$ cat config.mk
export PLATFORM = sky130hd
export DESIGN_NAME = ir_packet_tx
export DESIGN_NICKNAME = d
export VERILOG_FILES = /design/src/rtl/ir_packet_tx.sv
export SDC_FILE = /design/constraint.sdc
export NUM_CORES = 1
export LEC_CHECK = 0
export ABC_AREA = 0
export ABC_CLOCK_PERIOD_IN_PS = 2550
export BUFFER_PORTS_ARGS = -buffer_cell sky130_fd_sc_hd__buf_2
export CAP_MARGIN = 20
export CORE_ASPECT_RATIO = 0.6
export CORE_MARGIN = 3
export CORE_UTILIZATION = 57
export CTS_BUF_LIST = sky130_fd_sc_hd__clkbuf_4 sky130_fd_sc_hd__clkbuf_8
export DETAILED_ROUTE_END_ITERATION = 10
export PLACE_DENSITY = 0.75
export SETUP_SLACK_MARGIN = 0.1
export SYNTH_ARGS = -nofsm -noshare
export SYNTH_HDL_FRONTEND = slang
export SYNTH_SLANG_ARGS = --single-unit
$ cat constraint.sdc
create_clock -name CLK -period 2.55 [get_ports CLK]
set_clock_uncertainty 0.05 [all_clocks]
set_input_delay 0.51 -clock CLK [delete_from_list [all_inputs] [get_ports CLK]]
set_output_delay 0.51 -clock CLK [all_outputs]
set_load 0.05 [all_outputs]
$ cat src/rtl/ir_packet_tx.sv
// ir_packet_tx: IR packet transmitter, start/car/command bursts gated on a carrier.
// Define IR_TX_AUTO_REPEAT_EN to add the REPEAT input for back-to-back packets.
module ir_packet_tx #(
  parameter int CARRIER_HALF   = 2778,
  parameter int START_BURST    = 192,
  parameter int GAP_SIZE       = 24,
  parameter int ASSERT_BURST   = 48,
  parameter int DEASSERT_BURST = 24,
  parameter int NUM_CMD_BITS   = 4,
  parameter int CNT_W          = 8
) (
  input  logic                    CLK,
  input  logic                    RESET,
  input  logic                    ENABLE,
  input  logic [NUM_CMD_BITS-1:0] COMMAND,
  input  logic [CNT_W-1:0]        CAR_BURST,
  input  logic                    SEND_PACKET,
`ifdef IR_TX_AUTO_REPEAT_EN
  input  logic                    REPEAT,
`endif
  output logic                    BUSY,
  output logic                    DONE,
  output logic                    IR_LED
);

  localparam int CW =
    (CARRIER_HALF > 0) ? $clog2(CARRIER_HALF + 1) : 1;
  localparam int IW =
    (NUM_CMD_BITS > 1) ? $clog2(NUM_CMD_BITS) : 1;

  localparam logic [CW-1:0]    CH       = CW'(CARRIER_HALF);
  localparam logic [CNT_W-1:0] START_SZ = CNT_W'(START_BURST);
  localparam logic [CNT_W-1:0] GAP_SZ   = CNT_W'(GAP_SIZE);
  localparam logic [CNT_W-1:0] ASRT_SZ  = CNT_W'(ASSERT_BURST);
  localparam logic [CNT_W-1:0] DSRT_SZ  = CNT_W'(DEASSERT_BURST);
  localparam logic [IW-1:0]    LAST_IDX = IW'(NUM_CMD_BITS - 1);

  typedef enum logic [2:0] {
    IDLE, START, SGAP, CAR, CGAP, BIT, BGAP
  } state_t;

  state_t                  state;
  logic [CW-1:0]           cnt;
  logic                    carrier;
  logic                    carrier_dly;
  logic                    tick;
  logic                    rst;
  logic                    rpt;
  logic                    led_en;
  logic                    busy_q;
  logic                    done_q;
  logic [CNT_W-1:0]        bc;
  logic [CNT_W-1:0]        size;
  logic [IW-1:0]           idx;
  logic [NUM_CMD_BITS-1:0] cmd_q;
  logic [CNT_W-1:0]        car_q;
  logic                    in_burst;

  assign rst  = RESET | ~ENABLE;
  assign tick = carrier_dly & ~carrier;

`ifdef IR_TX_AUTO_REPEAT_EN
  assign rpt = REPEAT;
`else
  assign rpt = 1'b0;
`endif

  assign in_burst = (state == START) ||
                    (state == CAR) ||
                    (state == BIT);

  assign BUSY   = busy_q;
  assign DONE   = done_q;
  assign IR_LED = carrier & led_en;

  // Free-running carrier divider; tick marks each carrier falling edge.
  always_ff @(posedge CLK) begin
    if (rst) begin
      cnt         <= '0;
      carrier     <= 1'b0;
      carrier_dly <= 1'b0;
    end else begin
      carrier_dly <= carrier;
      if (cnt == CH) begin
        cnt     <= '0;
        carrier <= ~carrier;
      end else begin
        cnt <= cnt + 1'b1;
      end
    end
  end

  // Length of the current state in carrier periods.
  always_comb begin
    size = GAP_SZ;
    unique case (state)
      START:   size = START_SZ;
      CAR:     size = car_q;
      BIT:     size = cmd_q[idx] ? ASRT_SZ : DSRT_SZ;
      default: size = GAP_SZ;
    endcase
  end

  // Packet sequencer with registered BUSY/DONE/led_en.
  always_ff @(posedge CLK) begin
    if (rst) begin
      state  <= IDLE;
      bc     <= '0;
      idx    <= '0;
      cmd_q  <= '0;
      car_q  <= '0;
      busy_q <= 1'b0;
      done_q <= 1'b0;
      led_en <= 1'b0;
    end else begin
      done_q <= 1'b0;
      led_en <= in_burst;
      if (state == IDLE) begin
        if (SEND_PACKET) begin
          cmd_q  <= COMMAND;
          car_q  <= CAR_BURST;
          bc     <= '0;
          idx    <= '0;
          busy_q <= 1'b1;
          state  <= START;
        end
      end else if (bc == size) begin
        bc <= '0;
        unique case (state)
          START: state <= SGAP;
          SGAP:  state <= CAR;
          CAR:   state <= CGAP;
          CGAP:  state <= BIT;
          BIT:   state <= BGAP;
          default: begin
            if (idx != LAST_IDX) begin
              idx   <= idx + 1'b1;
              state <= BIT;
            end else begin
              done_q <= 1'b1;
              idx    <= '0;
              if (rpt) begin
                cmd_q <= COMMAND;
                car_q <= CAR_BURST;
                state <= START;
              end else begin
                busy_q <= 1'b0;
                state  <= IDLE;
              end
            end
          end
        endcase
      end else if (tick) begin
        bc <= bc + 1'b1;
      end
    end
  end

endmodule

### Yosys cells after proc, flatten, opt, wreduce, memory -nomap -nowiden

Cells that the tools add are included.

| storage, ports and cells | value |
|---|---|
| flip-flop bits (word level) | 42 |
| word-level logic and storage cells | 69 |

| cells by class | value |
|---|---|
| $add $sub $neg | 3 |
| magnitude comparators | 1 |
| equality and inequality tests | 11 |
| mux-type cells | 24 |
| bitwise gates (word level) | 6 |
| reductions and logical operators | 13 |

Operators by type and width:

| kind | number |
|---|---|
| 8-bit 2-to-1 mux | 4 |
| 8-bit case mux with 3 select lines | 1 |
| 3-bit case mux with 5 select lines | 1 |
| 12-bit by 1-bit adder with 12-bit output, second input constant | 1 |
| 12-bit == test, second input constant | 1 |
| 3-bit 2-to-1 mux | 4 |
| 2-bit 2-to-1 mux | 5 |
| 8-bit by 1-bit adder with 8-bit output, second input constant | 1 |
| 8-bit == test | 1 |
| 8-bit OR reduction | 1 |
| 1-bit 2-to-1 mux | 7 |
| 3-bit by 2-bit == test with 1-bit output, second input constant | 2 |
| 3-bit == test, second input constant | 2 |
| 6-bit 2-to-1 mux | 1 |
| 2-bit != test, second input constant | 3 |
| 2-bit AND reduction | 3 |
| 5-bit OR reduction | 1 |
| 4-bit AND reduction | 1 |
| 3-bit by 1-bit == test with 1-bit output, second input constant | 1 |
| 3-bit zero test | 1 |
| 2-bit by 3-bit < comparator with 1-bit output, second input constant | 1 |
| 1-bit inverter | 3 |
| 3-bit AND reduction | 1 |
| 3-bit nonzero test | 1 |
| other kinds (8) | 10 |

### Longest topological paths before layout

Gate-level depths: netlist of the first run.

| depth | value |
|---|---|
| word-level depth | 7 |
| gate-level depth with buffers | 10 |

### Worst setup path after synthesis of the first run

No wires, ideal clock.

| timing path | value |
|---|---|
| path type | reg2reg |
| from | reg state[1] |
| to | reg bc[5] |
| library setup time | 0.116 ns |
| arrival | 2.197 ns |
| required time | 2.384 ns |
| path slack | 0.187 ns |
| cell stages (with the launch flop) | 10 |
| path buffers | 2 |
| clock period less this slack | 2.363 ns |
| cells stage by stage | dfxtp_1 -> buf_6 -> inv_4 -> or4_1 -> a211o_1 -> a2111oi_4 -> and2_1 -> buf_6 -> a21oi_1 -> a31o_2 |

| on the way | value |
|---|---|
| longest elaborated chain between the ends | 5 |

RTL lines:

| element | line | source |
|---|---|---|
| start, declared | 42 | `state_t state;` |
| start signal, assigned | 107 | `state <= IDLE;` |
| start signal, assigned | 125 | `state <= START;` |
| start signal, assigned | 130 | `START: state <= SGAP;` |
| 3-bit == test, or another cell as far along | 96 | `unique case (state)` |
| 8-bit case mux with 3 select lines | 96 |  |
| 8-bit == test | 127 | `end else if (bc == size) begin` |
| 3-bit nonzero test (no source line) or 8-bit 2-to-1 mux (tied branches) | - |  |
| 2-bit AND reduction (no source line) or 8-bit 2-to-1 mux (tied branches) | - |  |
| end signal, assigned | 154 | `bc <= bc + 1'b1;` |
| end, declared | 52 | `logic [CNT_W-1:0] bc;` |

Parallel ways exist; a longest one is shown, timed or not.
A chain may end at the register's enable or synchronous reset.

### Final worst setup path of the first run

Same ends and word-level chain as after synthesis.

==> results.py, run 1 <==
metrics = {
    "timing": {
        "hold_violations": 0,
        "maxSlewHeadroom_pct": 46.9,
        "finalMaxSlewViolations": 0,
        "tightest_slew_ps": 795,
        "min_period_ps": 2330,
        "setup_ws_ps": 224,
        "fmax_mhz": 430,
        "setup_tns_ps": 0,
        "setup_viol": 0,
        "rsz0062_at_grt": "yes",
        "period_share_pct": 91.2,
    },
    "place": {
        "gp_congestion": 0.902,
        "dpl_worst_slack_ps": 145,
        "port_buffers": 18,
        "dpl-instance-area_sq_mm": 0.00241,
        "dp_hpwl_um": 3970,
    },
    "die": {
        "die_y_um": 54.8,
        "rows": 17,
        "coreArea_sq_mm": 0.00374,
        "die_area_sq_mm": 0.00479,
        "initial_core_util_pct": 60.5,
        "io_pins": 19,
        "die_w_um": 87.4,
    },
    "clocking": {
        "cts.htree.levels": 2,
        "cts_resized": 0,
        "cts_made_buffers": 5,
        "cts_setup_buffers": 0,
        "cts_tree": "done",
        "clockBufferDepth": 2,
        "ctsHoldBuffers": 0,
        "cts_root_buf": "clkbuf_8",
        "clkTransAtPathRegs_ps": 80,
        "clk_latency_ps": 290,
        "cts_sinks": 42,
    },
    "worst_setup_path": {
        "cp-end-kind": "flip-flop",
        "critPathBufInv": 1,
        "path_cells": "inv_4 > or4_1 > a211o_1 > a2111oi_4 > and2_2 > a21oi_1 > a31o_2",
        "crit_path_max_incr_delay_ps": 500,
        "cp_max_fo": 7,
        "r2r-start": "state[1]$_SDFFE_PP0P_",
        "cp-start-kind": "flip-flop",
        "reg2reg_depth": 7,
        "cp.arrival_ps": 2460,
        "reg2reg_to": "bc[5]$_SDFFE_PP0P_",
        "crit_required_ps": 2690,
        "worst_path_max_delay_cell": "or4_1",
        "crit_family": "compound AO/OA/AOI/OAI gates",
        "crit_type": "flip-flop to flip-flop",
        "rrSetupSlack_ps": 220,
    },
    "synth": {
        "synth-main-ff-cell": "dfxtp_1",
        "ys_seq_area_share_pct": 37.1,
        "syn_area_sq_mm": 0.00227,
        "synth_cell_types": 49,
        "synthCells": 285,
        "synth_nets": 306,
        "netlist_top_cells_area": "dfxtp_1 37%, nand2_1 6.8%, a21oi_1 6.0%",
        "ys_seq_elements": 42,
        "yosysTopAreaCellShare_pct": 37.1,
        "avgSynthCellArea_sq_um": 7.95,
        "synth_edf_count": 0,
        "synth.largest_area_cell": "dfxtp_1",
        "yosys_warnings": 0,
        "ys_async_sr_fraction_pct": 0,
    },
    "grt": {
        "grt_max_degree": 19,
        "track_usage_pct": 23.4,
        "met1_usage_pct": 37.4,
        "grt_busiest_layer": "met1",
        "grt_use_met2_pct": 28.4,
        "met3_usage_pct": 6.92,
        "grt_pass1_wl_um": 8390,
        "grt_pass1_vias": 1641,
        "antenna_found_initial": 0,
        "grt_overflow": 0,
    },
    "route": {
        "dr.pass1.iters": 5,
        "drcViolationCount": 0,
        "wire_per_inst_um": 15.5,
        "avgViaCountPerCell": 5.90,
        "drtIter0Drc": 223,
        "wl_um": 5430,
        "ant_nets": 0,
        "num_vias": 2064,
    },
    "hold_path": {
        "min_path_cells": 3,
        "hold_path.class": "input pin to flip-flop",
        "hp-start": "CAR_BURST[6]",
        "holdPathEnd": "car_q[6]$_SDFFE_PP0P_",
    },
    "run_status": {
        "status": "finished, final reports clean",
    },
    "finish": {
        "drive_gt1_share_pct": 16.2,
        "finish.utilization_pct": 67.7,
        "layout.nets": 323,
        "layout_common_cells": "42 x dfxtp_1, 41 x nand2_1, 27 x a21oi_1, 22 x nor2_1, 18 x buf_2",
        "final_common_cell": "dfxtp_1",
        "diodes": 0,
        "syn_to_final_growth_pct": 11.9,
        "num-fill-cells": 318,
        "finalInstanceArea_sq_mm": 0.00253,
    },
    "job": {
        "max-cap-violations": 0,
    },
    "pwr": {
        "ir_drop_mv": 0.281,
        "p_leak_nw": 0.972,
        "cellPowerDensity_mw_per_mm2": 495,
        "total_power_mw": 1.25,
    },
}
## how the worst max path moves through the flow
stage	startpoint	to	slack (ps)	depth (start not counted)
after floorplan	state[1]$_SDFFE_PP0P_	bc[5]$_SDFFE_PP0P_	190	9
after detailed placement	state[1]$_SDFFE_PP0P_	bc[5]$_SDFFE_PP0P_	140	7
final	state[1]$_SDFFE_PP0P_	bc[5]$_SDFFE_PP0P_	220	7
after global routing	state[1]$_SDFFE_PP0P_	bc[5]$_SDFFE_PP0P_	90	7
after global placement	state[1]$_SDFFE_PP0P_	bc[5]$_SDFFE_PP0P_	190	7
after CTS	state[1]$_SDFFE_PP0P_	bc[5]$_SDFFE_PP0P_	110	7
## final cells by class
type / count / area (sq um) / share of cell area (%)
clock buffers: 8 / 110 / 4.34
well taps: 47 / 58.8 / 2.32
flip-flops and latches: 42 / 841 / 33.2
repair buffers: 29 / 173 / 6.81
inverters: 6 / 25.0 / 0.987
multi-input cells: 218 / 1330 / 52.4
## layer usage
metal,vias up,share of wire [%]
met2,77,38
met4,0,0.37
met5,-,0
li1,1040,-
met3,2,9.2
met1,945,53
## report_power, final
group          internal, mW  leakage [nW]  switching [mW]  total [mW]
combinational        0.0323         0.575          0.0581      0.0904
clock                 0.273        0.0575           0.219       0.492
sequential            0.665         0.340         0.00689       0.672
total                 0.971         0.972           0.284        1.25
## synthesized netlist by cell type (all sizes together), types with 2 or more instances
| library cell | instances |
|---|---|
| nand3 | 16 |
| clkbuf | 15 |
| buf | 4 |
| dfxtp | 42 |
| nand2 | 41 |
| a22oi | 2 |
| nor2 | 22 |
| mux2i | 7 |
| a31o | 2 |
| a2111oi | 2 |
| nor4 | 3 |
| and2 | 4 |
| and4 | 2 |
| a21oi | 27 |
| xor2 | 10 |
| a211oi | 2 |
| ha | 5 |
| xnor2 | 5 |
| nor2b | 5 |
| nand3b | 2 |
| o21ai | 11 |
| inv | 6 |
| a31oi | 2 |
| or3 | 6 |
| nor3 | 7 |
| and3 | 5 |
| nand4 | 8 |
| nand2b | 6 |
## state kept, by name (all words and copies together), names as in the netlist
name,flops
cnt,12
bc,8
car_q,8
cmd_q,4
state,3
idx,2
BUSY,1
DONE,1
carrier,1
carrier_dly,1
led_en,1
## worst min-delay path: stages
cell	delay (ps)
buf_2	90
nand2_1	40
a21oi_1	50
## cells by family (layout without fill, tap and decap cells)
logic type	count (synthesis)	after routing	share of synthesized area, %
xor gates and xnor gates	15	15	5.80
buffers and inverters	25	43	5.08
muxes	7	7	3.09
AOI/OAI and AO/OA	59	59	16.6
adders and majority gates	5	5	2.76
DFF	42	42	37.1
and+or+nand+nor	132	132	29.6
## per-stage QoR
stage          std cells  hold slack, ps
3_3_place_gp         342             393
5_1_grt              350             389
2_1_floorplan        285             376
6_report             350             395
3_5_place_dp         342             398
4_1_cts              350             383
Power figures use the tool's default switching activity.
==> run 2, diff against run 1 <==
==> constraint.sdc (replaced) <==
create_clock -name CLK -period 2.55 [get_ports CLK]
set_clock_uncertainty 0.05 [all_clocks]
set_input_delay 0.255 -clock CLK [delete_from_list [all_inputs] [get_ports CLK]]
set_output_delay 0.255 -clock CLK [all_outputs]
set_load 0.05 [all_outputs]
==> run 2 against run 1 <==
  * Design area is 1.5% lower
  * Largest cell class unchanged
  * Worst setup slack worse by 21 ps
  * Sequential share of layout area rose by 0.50 points
  * Critical path depth stayed put
==> results.py, run 2 (synthesis results as in run 1) <==
metrics = {
    "route": {
        "avgViaCountPerCell": 5.90,
        "wire_per_inst_um": 15.1,
        "num_vias": 2053,
        "ant_nets": 0,
        "drtIter0Drc": 141,
        "drcViolationCount": 0,
        "dr.pass1.iters": 5,
        "wl_um": 5240,
    },
    "timing": {
        "min_period_ps": 2350,
        "setup_ws_ps": 203,
        "setup_viol": 0,
        "setup_tns_ps": 0,
        "period_share_pct": 92.0,
        "tightest_slew_ps": 658,
        "fmax_mhz": 426,
        "hold_violations": 0,
        "maxSlewHeadroom_pct": 55.8,
        "rsz0062_at_grt": "no",
        "finalMaxSlewViolations": 0,
    },
    "hold_path": {
        "hold_path.class": "input pin to flip-flop",
        "hp-start": "CAR_BURST[3]",
        "holdPathEnd": "car_q[3]$_SDFFE_PP0P_",
        "min_path_cells": 3,
    },
    "pwr": {
        "p_leak_nw": 0.955,
        "cellPowerDensity_mw_per_mm2": 474,
        "ir_drop_mv": 0.411,
    },
    "die": {
        "die_w_um": 87.4,
        "io_pins": 19,
        "die_area_sq_mm": 0.00479,
        "rows": 17,
        "initial_core_util_pct": 60.5,
        "coreArea_sq_mm": 0.00374,
        "die_y_um": 54.8,
    },
    "place": {
        "dp_hpwl_um": 3850,
        "gp_congestion": 0.901,
        "port_buffers": 18,
        "dpl_worst_slack_ps": 127,
    },
    "worst_setup_path": {
        "r2r-start": "state[1]$_SDFFE_PP0P_",
        "cp-end-kind": "flip-flop",
        "rrSetupSlack_ps": 200,
        "reg2reg_to": "bc[5]$_SDFFE_PP0P_",
        "startpoint": "state[1]$_SDFFE_PP0P_",
        "cp-start-kind": "flip-flop",
        "reg2reg_depth": 7,
        "cp_max_fo": 7,
        "crit_required_ps": 2690,
        "cp.arrival_ps": 2480,
        "crit_type": "flip-flop to flip-flop",
    },
    "clocking": {
        "clk_latency_ps": 290,
        "ctsHoldBuffers": 0,
        "clockBufferDepth": 2,
        "clkTransAtPathRegs_ps": 80,
        "cts_tree": "done",
        "cts_setup_buffers": 0,
        "cts.htree.levels": 2,
        "cts_sinks": 42,
        "cts_made_buffers": 5,
        "cts_root_buf": "clkbuf_8",
    },
    "finish": {
        "reg_top3": "cnt x12, bc x8, car_q x8",
        "largest_reg_flops": 12,
        "layout_common_cells": "42 x dfxtp_1, 41 x nand2_1, 27 x a21oi_1, 22 x nor2_1, 18 x buf_2",
        "layout.nets": 322,
        "finish.utilization_pct": 66.7,
        "syn_to_final_growth_pct": 10.2,
        "final_common_cell": "dfxtp_1",
        "drive_gt1_share_pct": 15.3,
        "top_register": "cnt",
        "diodes": 0,
        "num-fill-cells": 333,
    },
    "grt": {
        "grt_pass1_wl_um": 8420,
        "grt_max_degree": 19,
        "grt_pass1_vias": 1680,
        "antenna_found_initial": 0,
        "track_usage_pct": 23.2,
        "grt_overflow": 0,
    },
    "job": {
        "max-cap-violations": 0,
    },
    "run_status": {
        "status": "finished, final reports clean",
    },
}
run 2: cell count changes in the layout (fill, tap and decap cells not counted):
cell      previous run  this run
buf_4               11        10
clkbuf_4             0         2
clkbuf_8             8         5
mux2i_1              5         6
mux2i_2              2         1
run 2: report_power, final:
group	switching (mW)	internal (mW)	leakage, nW
clock network	0.215	0.210	0.0452
registers	0.00656	0.665	0.340
logic	0.0558	0.0310	0.570
run 2: area by class of cell:
type | count | area (sq um) | share of cell area (%)
inverters | 6 | 25.0 | 1.00
well taps | 47 | 58.8 | 2.35
multi-input cells | 218 | 1320 | 53.0
clock buffers | 7 | 83.8 | 3.36
repair buffers | 28 | 165 | 6.61
flip-flops and latches | 42 | 841 | 33.7
run 2: through the flow:
| step | instance area, sq um | std cells | hold slack [ps] | power, mW |
|---|---|---|---|---|
| floorplan | 2270 | 285 | 341 | 0.740 |
| global placement | 2400 | 341 | 394 | 0.771 |
| detailed placement | 2400 | 341 | 400 | 0.772 |
| CTS | 2490 | 348 | 144 | 1.19 |
| global route | 2500 | 348 | 162 | 1.23 |
| finish | 2500 | 348 | 144 | 1.18 |
run 2: worst max-delay path by stage:
| stage | to | cells after the start |
|---|---|---|
| 2_1_floorplan | bc[5]$_SDFFE_PP0P_ | 9 |
| 3_3_place_gp | bc[5]$_SDFFE_PP0P_ | 7 |
| 3_5_place_dp | bc[5]$_SDFFE_PP0P_ | 7 |
| 4_1_cts | bc[5]$_SDFFE_PP0P_ | 7 |
| 5_1_grt | bc[1]$_SDFFE_PP0P_ | 7 |
| 6_report | bc[5]$_SDFFE_PP0P_ | 7 |
run 2: timing repair:
item	in CTS	in global routing
setup endpoints to repair	1	9
resized for setup	1	4
pin swaps	0	0
run 2: worst max-delay path, cell delays in order (launching register included):
cell	delay [ps]
dfxtp_1	380
inv_4	60
or4_1	500
a211o_1	350
a2111oi_4	320
and2_2	310
a21oi_1	60
a31o_2	210
run 2: routing by layer:
metal	global-route usage (%)	routed length, um	vias up
li1	-	-	1033
met1	36.4	2800	914
met2	29.3	1900	96
met3	7.37	497	10
met4	5.61	48	0
met5	0	0	-
